==> config.mk <==
export PLATFORM = sky130hd
export DESIGN_NAME = up_dn_cntr_load_start_stop
export DESIGN_NICKNAME = d
export VERILOG_FILES = /design/src/rtl/up_dn_cntr_pkg.sv /design/src/rtl/up_dn_cntr_next.sv /design/src/rtl/up_dn_cntr_load_start_stop.sv
export SDC_FILE = /design/constraint.sdc
export NUM_CORES = 1
export LEC_CHECK = 0
export ABC_CLOCK_PERIOD_IN_PS = 1700
export BUFFER_PORTS_ARGS = -buffer_cell sky130_fd_sc_hd__buf_4
export CORE_AREA = 4 4 41 43
export DETAILED_ROUTE_END_ITERATION = 12
export DIE_AREA = 0 0 45 47
export PLACE_DENSITY = 0.54
export SYNTH_ARGS = -nofsm -noshare
export SYNTH_HDL_FRONTEND = slang
export SYNTH_SLANG_ARGS = --single-unit
==> constraint.sdc <==
create_clock -name clk -period 1.7 [get_ports clk]
set_input_delay 0.34 -clock clk [delete_from_list [all_inputs] [get_ports clk]]
set_output_delay 0.34 -clock clk [all_outputs]
set_load 0.02 [all_outputs]
==> src/rtl/up_dn_cntr_pkg.sv <==
// Shared constants and helpers for the up/down counter with load and start/stop.
// Optional terminal-count output is enabled by defining UP_DN_CNTR_TC_EN.
package up_dn_cntr_pkg;

    localparam logic DIR_UP   = 1'b1;
    localparam logic DIR_DOWN = 1'b0;
    localparam logic RUN      = 1'b1;
    localparam logic STOP     = 1'b0;

    // Value the counter holds just before it wraps in the given direction.
    function automatic logic [31:0] term_value(input int unsigned width, input logic dir);
        logic [31:0] all_ones;
        all_ones = 32'hFFFF_FFFF >> (32 - width);
        return (dir == DIR_UP) ? all_ones : 32'h0;
    endfunction

endpackage

==> src/rtl/up_dn_cntr_next.sv <==
// Combinational next-count selector: load, increment, decrement or hold.
// Also produces the terminal-count flag when UP_DN_CNTR_TC_EN is defined.
module up_dn_cntr_next
    import up_dn_cntr_pkg::*;
#(
    parameter int unsigned WIDTH = 4
) (
    input  logic [WIDTH-1:0] cnt,
    input  logic             load_en,
    input  logic [WIDTH-1:0] load_data,
    input  logic             up_dnb,
    input  logic             start_stop_b,
`ifdef UP_DN_CNTR_TC_EN
    output logic             tc,
`endif
    output logic [WIDTH-1:0] cnt_next
);

    localparam logic [WIDTH-1:0] MAX_VAL = WIDTH'(term_value(WIDTH, DIR_UP));
    localparam logic [WIDTH-1:0] MIN_VAL = WIDTH'(term_value(WIDTH, DIR_DOWN));

    always_comb begin
        cnt_next = cnt;
        if (load_en) begin
            cnt_next = load_data;
        end else if (start_stop_b == RUN) begin
            // Plain modular arithmetic gives the silent wrap in both directions.
            if (up_dnb == DIR_UP) begin
                cnt_next = cnt + WIDTH'(1);
            end else begin
                cnt_next = cnt - WIDTH'(1);
            end
        end
    end

`ifdef UP_DN_CNTR_TC_EN
    always_comb begin
        tc = 1'b0;
        if (!load_en && start_stop_b == RUN) begin
            tc = (up_dnb == DIR_UP) ? (cnt == MAX_VAL) : (cnt == MIN_VAL);
        end
    end
`else
    // Terminal values are only consumed by the tc logic.
    logic unused_term;
    assign unused_term = ^{MAX_VAL, MIN_VAL};
`endif

endmodule

==> src/rtl/up_dn_cntr_load_start_stop.sv <==
// WIDTH-bit up/down counter with parallel load and run/hold control.
// Define UP_DN_CNTR_TC_EN to add the terminal-count output tc.
module up_dn_cntr_load_start_stop
    import up_dn_cntr_pkg::*;
#(
    parameter int unsigned WIDTH = 4
) (
    input  logic             clk,
    input  logic             reset,
    input  logic             load_en,
    input  logic [WIDTH-1:0] load_data,
    input  logic             up_dnb,
    input  logic             start_stop_b,
`ifdef UP_DN_CNTR_TC_EN
    output logic             tc,
`endif
    output logic [WIDTH-1:0] cnt
);

    logic [WIDTH-1:0] cnt_next;

    up_dn_cntr_next #(
        .WIDTH(WIDTH)
    ) u_next (
        .cnt         (cnt),
        .load_en     (load_en),
        .load_data   (load_data),
        .up_dnb      (up_dnb),
        .start_stop_b(start_stop_b),
`ifdef UP_DN_CNTR_TC_EN
        .tc          (tc),
`endif
        .cnt_next    (cnt_next)
    );

    always_ff @(posedge clk) begin
        if (!reset) begin
            cnt <= '0;
        end else begin
            cnt <= cnt_next;
        end
    end

endmodule

==> results of run 1 <==
-- per-stage QoR --
stage,cell area (sq um),setup slack (ns),utilization,power (mW)
after global routing,414,0.227,0.318,0.360
after CTS,414,0.271,0.318,0.335
after detailed placement,392,0.124,0.301,0.213
final,414,0.297,0.318,0.326
after floorplan,293,0.232,-,0.175
after global placement,392,0.128,0.301,0.212
-- area by class of cell --
cell class                 count  area [sq um]  share of cell area
clock buffer                   3          22.5              0.0544
tap                           15          18.8              0.0453
multi-input combinational     24           195               0.471
inverter                       2          7.51              0.0181
timing repair buffer          12          90.1               0.218
sequential                     4          80.1               0.193
-- routing by layer --
metal  up-vias  part of all wire  global-route usage  wire length, um
met5         -                 0                   0                0
met4         0                 0              0.0175                0
met3         0              0.14              0.0805               91
met2        13              0.43              0.0960              272
met1       120              0.42              0.0822              268
li1        141                 -                   -                -
-- synth_stat cells --
| master | count | area, sq um |
|---|---|---|
| dfxtp_1 | 4 | 80.1 |
| mux2i_1 | 2 | 20.0 |
| nor3b_1 | 1 | 7.51 |
| fa_1 | 1 | 20.0 |
| mux2_2 | 1 | 11.3 |
| xor2_1 | 1 | 8.76 |
| nor2_1 | 3 | 11.3 |
| nand3b_1 | 1 | 7.51 |
| a211o_1 | 2 | 17.5 |
| a21oi_1 | 2 | 10.0 |
| inv_1 | 2 | 7.51 |
| nand3_1 | 1 | 5.00 |
| xnor2_1 | 2 | 17.5 |
| buf_2 | 2 | 10.0 |
| ha_1 | 2 | 25.0 |
| nand2_1 | 2 | 7.51 |
| nand4b_1 | 1 | 8.76 |
| a21oi_2 | 1 | 8.76 |
| o221ai_1 | 1 | 8.76 |
-- logic make-up (layout without fill, tap and decap cells) --
kind of cell | Yosys count | after routing | share of synthesized area
simple gates | 9 | 9 | 0.162
fa+ha+maj | 3 | 3 | 0.154
buf+inv | 4 | 17 | 0.0598
flops | 4 | 4 | 0.274
mux | 3 | 3 | 0.107
xor+xnor | 3 | 3 | 0.0898
compound gates | 6 | 6 | 0.154
-- power by group through the flow --
stage | clock network, mW | registers (mW) | logic (mW)
5_1_grt | 0.139 | 0.114 | 0.107
3_5_place_dp | 0 | 0.114 | 0.0984
2_1_floorplan | 0 | 0.123 | 0.0523
4_1_cts | 0.124 | 0.113 | 0.0985
3_3_place_gp | 0 | 0.115 | 0.0970
6_report | 0.117 | 0.113 | 0.0968
-- worst max-delay path by stage --
| stage | endpoint | start |
|---|---|---|
| 6_report | cnt[1] | cnt[0] |
| 3_5_place_dp | cnt[2] | up_dnb |
| 4_1_cts | cnt[1] | cnt[0] |
| 3_3_place_gp | cnt[2] | up_dnb |
| 2_1_floorplan | cnt[1] | cnt[0] |
| 5_1_grt | cnt[1] | cnt[0] |
-- critical path: stages (launching register included) --
cell	delay, ns
dfxtp_1	0.41
fa_1	0.44
mux2_2	0.27
mux2i_1	0.12
nor2_1	0.05
==> results.md, run 1 <==
* Mapped Area at 293 sq um
* N_diodes at 0
* Via count at 274
* Tmin final at 1.40 ns
* Setup_tns at 0 ns
* Die H at 47 um
* Initial antenna violation count at 0
* Data required, critical path at 1.82 ns
* Commonest cells after routing, fill and taps aside: buf_4 (12), dfxtp_1 (4), nor2_1 (3), clkbuf_4 (3)
* RSZ-0062 raised after global routing: no
* Largest net degree at the start of global routing at 9
* Root Buffer: clkbuf_4
* Mapped Avg Cell Area at 9.15 sq um
* Hold depth at 3
* Pins Over Slew Limit at 0
* Hold endpoint: cnt[0]
* Initial drt markers at 7
* Crit Path Max Fanout at 4
* First-pass GRT wire length at 1060 um
* Vias in the first global route at 260
* Max-Cap Viols at 0
* Final Hold Viols at 0
* Fmax at 713 MHz
* Post-CTS resize count at 0
* Skew-Pair Late Insertion Delay at 0.23 ns
* Mapped Cells at 32
* R2R cell count at 4
* Comb pwr share at 0.297
* Placed cell count at 57
* CP startpoint kind: flip-flop
* Crit. End Element: flip-flop
* PortBufs at 12
* Residual DRC count at 0
* Gr ovfl total at 0
* Hold_sp: load_data[0]
* PD cells at 787 mW/mm^2
* R2r endpoint: cnt[1]
* Final wirelength at 632 um
* Vias per cell at 4.57
* Commonest non-fill, non-tap cell in the layout: buf_4
* Seq/Total Area, Yosys at 0.274
* Fill cell count at 147
* Status: complete, no violations
* Clk sinks at 4
* Post-CTS Setup Inserts at 0
* Max reg flops at 4
* Final Net Count at 59
* YS warnings at 0
* Clock power frac at 0.358
* Reg-to-Reg Start: cnt[0]
* Number of routed nets with antenna violations at 0
* Setup Skew at 0.00479 ns
* Worst vdd ir at 0.377 mV
* Routability cong. at 0.721
* Min-delay worst type: in -> reg
* Register with the most flip-flops: cnt
* Crit path DAT at 1.52 ns
* Rel. slew slack at 0.873
* Reg2reg setup slack at 0.30 ns
* Initial DRT Pass Iterations at 3
* Synth Register Bits at 4
* Worst setup path category: reg -> reg
* CORE AREA at 0.00130 sq mm
* Rows at 13
* Power Internal at 233 uW
* Slew @ Worst Pin at 0.188 ns
* Clock transition at path regs at 0.04 ns
* CTS tree: built
* Flop pwr share at 0.345
* Final std cells w/o fill at 60
* Drt wl/cell at 10.5 um
* Boundary Pins at 13
* DIE WIDTH at 45 um
* NetSw at 92.7 uW
* Gr usage total at 0.0744
* Initial Util at 0.225
* Synth unique cells at 19
* Pleak at 0.197 nW
* Fin crit share at 0.825
* DIE AREA at 0.00212 sq mm
* Layout cells sized above 1 at 0.378
* H-tree levels at 1
* Area Overhead vs Synth at 41.5%
* Clock Path Buffers at 2
* Hold Buf Count CTS at 0
* Endpoints failing setup at 0
* Switch share at 0.284
* Mapped Nets at 44
* Hold slack at 0.339 ns
* CTS Buf Count at 3
* Largest registers: cnt: 4 flops
Power figures use the tool's default switching activity.
==> inputs of run 2 (changes only) <==
Settings changed: ABC_CLOCK_PERIOD_IN_PS 1700 to 1300.
Clock period 1.7 ns to 1.3 ns, I/O delays scaled along.
==> results.md, run 2 (synthesis gave the netlist of run 1 again) <==
* Gr ovfl total at 0 (unchanged)
* Flop pwr share at 0.316 (-0.029)
* Data required, critical path at 1.42 ns (-0.40 ns)
* Endpoints failing setup at 1 (+1)
* Min-delay worst type: in -> reg
* Residual DRC count at 0 (unchanged)
* Via count at 300 (+9.5%)
* Pleak at 0.217 nW (+10%)
* Slew @ Worst Pin at 0.203 ns (+0.0145 ns)
* NetSw at 133 uW (+44%)
* Commonest non-fill, non-tap cell in the layout: buf_4
* Final Net Count at 62 (+5.1%)
* Gr usage total at 0.0775 (+0.00310)
* Switch share at 0.291 (+0.00723)
* Initial drt markers at 2 (-5)
* Crit path DAT at 1.43 ns (-0.09 ns)
* Crit Path Max Fanout at 2 (-2)
* CTS Buf Count at 3 (unchanged)
* Fin crit share at 1.00 (+0.180)
* Worst setup path category: reg -> reg
* Skew-Pair Late Insertion Delay at 0.24 ns (about the same)
* Fmax at 765 MHz (+7.4%)
* Layout cells sized above 1 at 0.563 (+0.185)
* Power Internal at 324 uW (+39%)
* N_diodes at 0 (unchanged)
* Boundary Pins at 13 (unchanged)
* Failing checks: negative setup slack
* DIE AREA at 0.00212 sq mm (unchanged)
* Final Hold Viols at 0 (unchanged)
* Die H at 47 um (unchanged)
* Rel. slew slack at 0.865 (-0.00890)
* DIE WIDTH at 45 um (unchanged)
* Overall power at 458 uW (+40%)
* Routability cong. at 0.782 (+8.4%)
* Comb pwr share at 0.344 (+0.047)
* Pins Over Slew Limit at 0 (unchanged)
* H-tree levels at 1 (unchanged)
* Setup_tns at -0.00650 ns (-0.00650 ns)
* Initial Util at 0.225 (unchanged)
* Tmin final at 1.31 ns (-0.0965 ns)
* Initial antenna violation count at 0 (unchanged)
* Clock transition at path regs at 0.04 ns (about the same)
* Placed cell count at 60 (+5.3%)
* CP startpoint kind: flip-flop
* Hold Buf Count CTS at 0 (unchanged)
* Hpwl dp at 549 um
* Largest net degree at the start of global routing at 9 (unchanged)
* Area Overhead vs Synth at 61.5%
* Crit. End Element: flip-flop
* Clock power frac at 0.339 (-0.019)
* CORE AREA at 0.00130 sq mm (unchanged)
* Worst vdd ir at 0.515 mV (+37%)
* CTS tree: built
* First-pass GRT wire length at 1090 um (+3.3%)
* Register with the most flip-flops: cnt
* Commonest cells after routing, fill and taps aside: buf_4 (15), nor2_1 (3), clkbuf_4 (3)
* Vias in the first global route at 272 (+4.6%)
* Status: complete, but fails checks
* Rows at 13 (unchanged)
* RSZ-0062 raised after global routing: yes
* Max-Cap Viols at 0 (unchanged)
* Setup Skew at 0.00407 ns (-0.000722 ns)
* Final WS setup at -0.00650 ns (-0.304 ns)
* Number of routed nets with antenna violations at 0 (unchanged)
* Final std cells w/o fill at 63 (+5.0%)
* PortBufs at 12 (unchanged)
* Initial DRT Pass Iterations at 2 (-1)
* Final wirelength at 723 um (+14%)
* Largest registers: cnt: 4 flops
* Vias per cell at 4.76 (+4.3%)
* Clk sinks at 4 (unchanged)
* Drt wl/cell at 11.5 um (+9.0%)
* Max reg flops at 4 (unchanged)
* PD cells at 968 mW/mm^2 (+23%)
* Root Buffer: clkbuf_4
* Final Core Density at 0.363 (+0.0452)
* Clock Path Buffers at 2 (unchanged)
-- run 2: layer usage --
layer | up-vias | global-route usage | routed length [um]
met5 | - | 0 | 0
met4 | 0 | 0 | 0
met3 | 0 | 0.0728 | 77
met2 | 12 | 0.127 | 387
met1 | 144 | 0.0774 | 258
li1 | 144 | - | -
-- run 2: repair_timing --
action,in CTS,in global routing
resized for setup,1,3
pin swaps,1,0
buffers inserted,0,0
setup endpoints to repair,1,3
-- run 2: power by group through the flow --
stage               Combinational (mW)  Sequential, mW  Clock, mW
finish                           0.158           0.145      0.155
global route                     0.174           0.147      0.173
CTS                              0.148           0.145      0.163
detailed placement               0.143           0.147          0
global placement                 0.140           0.147          0
floorplan                       0.0692           0.162          0
-- run 2: worst paths after layout --
path                            slack (ns)    startpoint  cells past startpoint     end
worst max-delay path                -0.006        cnt[0]                      4  cnt[1]
worst min-delay path                  0.26  load_data[0]                      3  cnt[0]
worst min register to register        0.62        cnt[2]                      3  cnt[2]
worst max register to register      -0.006        cnt[0]                      4  cnt[1]
-- run 2: layout make-up --
type                            count  area [sq um]
Timing Repair Buffer               15           113
Inverter                            2          7.51
Clock buffer                        3          22.5
Multi-Input combinational cell     24           223
Tap cell                           15          18.8
Sequential cell                     4          88.8
Fill cell                         149           828
-- run 2: through the flow --
| step | setup slack [ns] | area, sq um | hold WS [ns] |
|---|---|---|---|
| 2_1_floorplan | -0.0360 | 304 | 0.398 |
| 3_3_place_gp | -0.171 | 425 | 0.497 |
| 3_5_place_dp | -0.187 | 425 | 0.502 |
| 4_1_cts | -0.00617 | 452 | 0.260 |
| 5_1_grt | -0.0487 | 473 | 0.253 |
| 6_report | -0.00650 | 473 | 0.262 |
-- run 2: critical path, stage by stage (launching register included) --
cell,delay (ns)
dfxtp_4,0.34
fa_2,0.42
mux2_4,0.26
mux2i_1,0.13
nor2_1,0.05
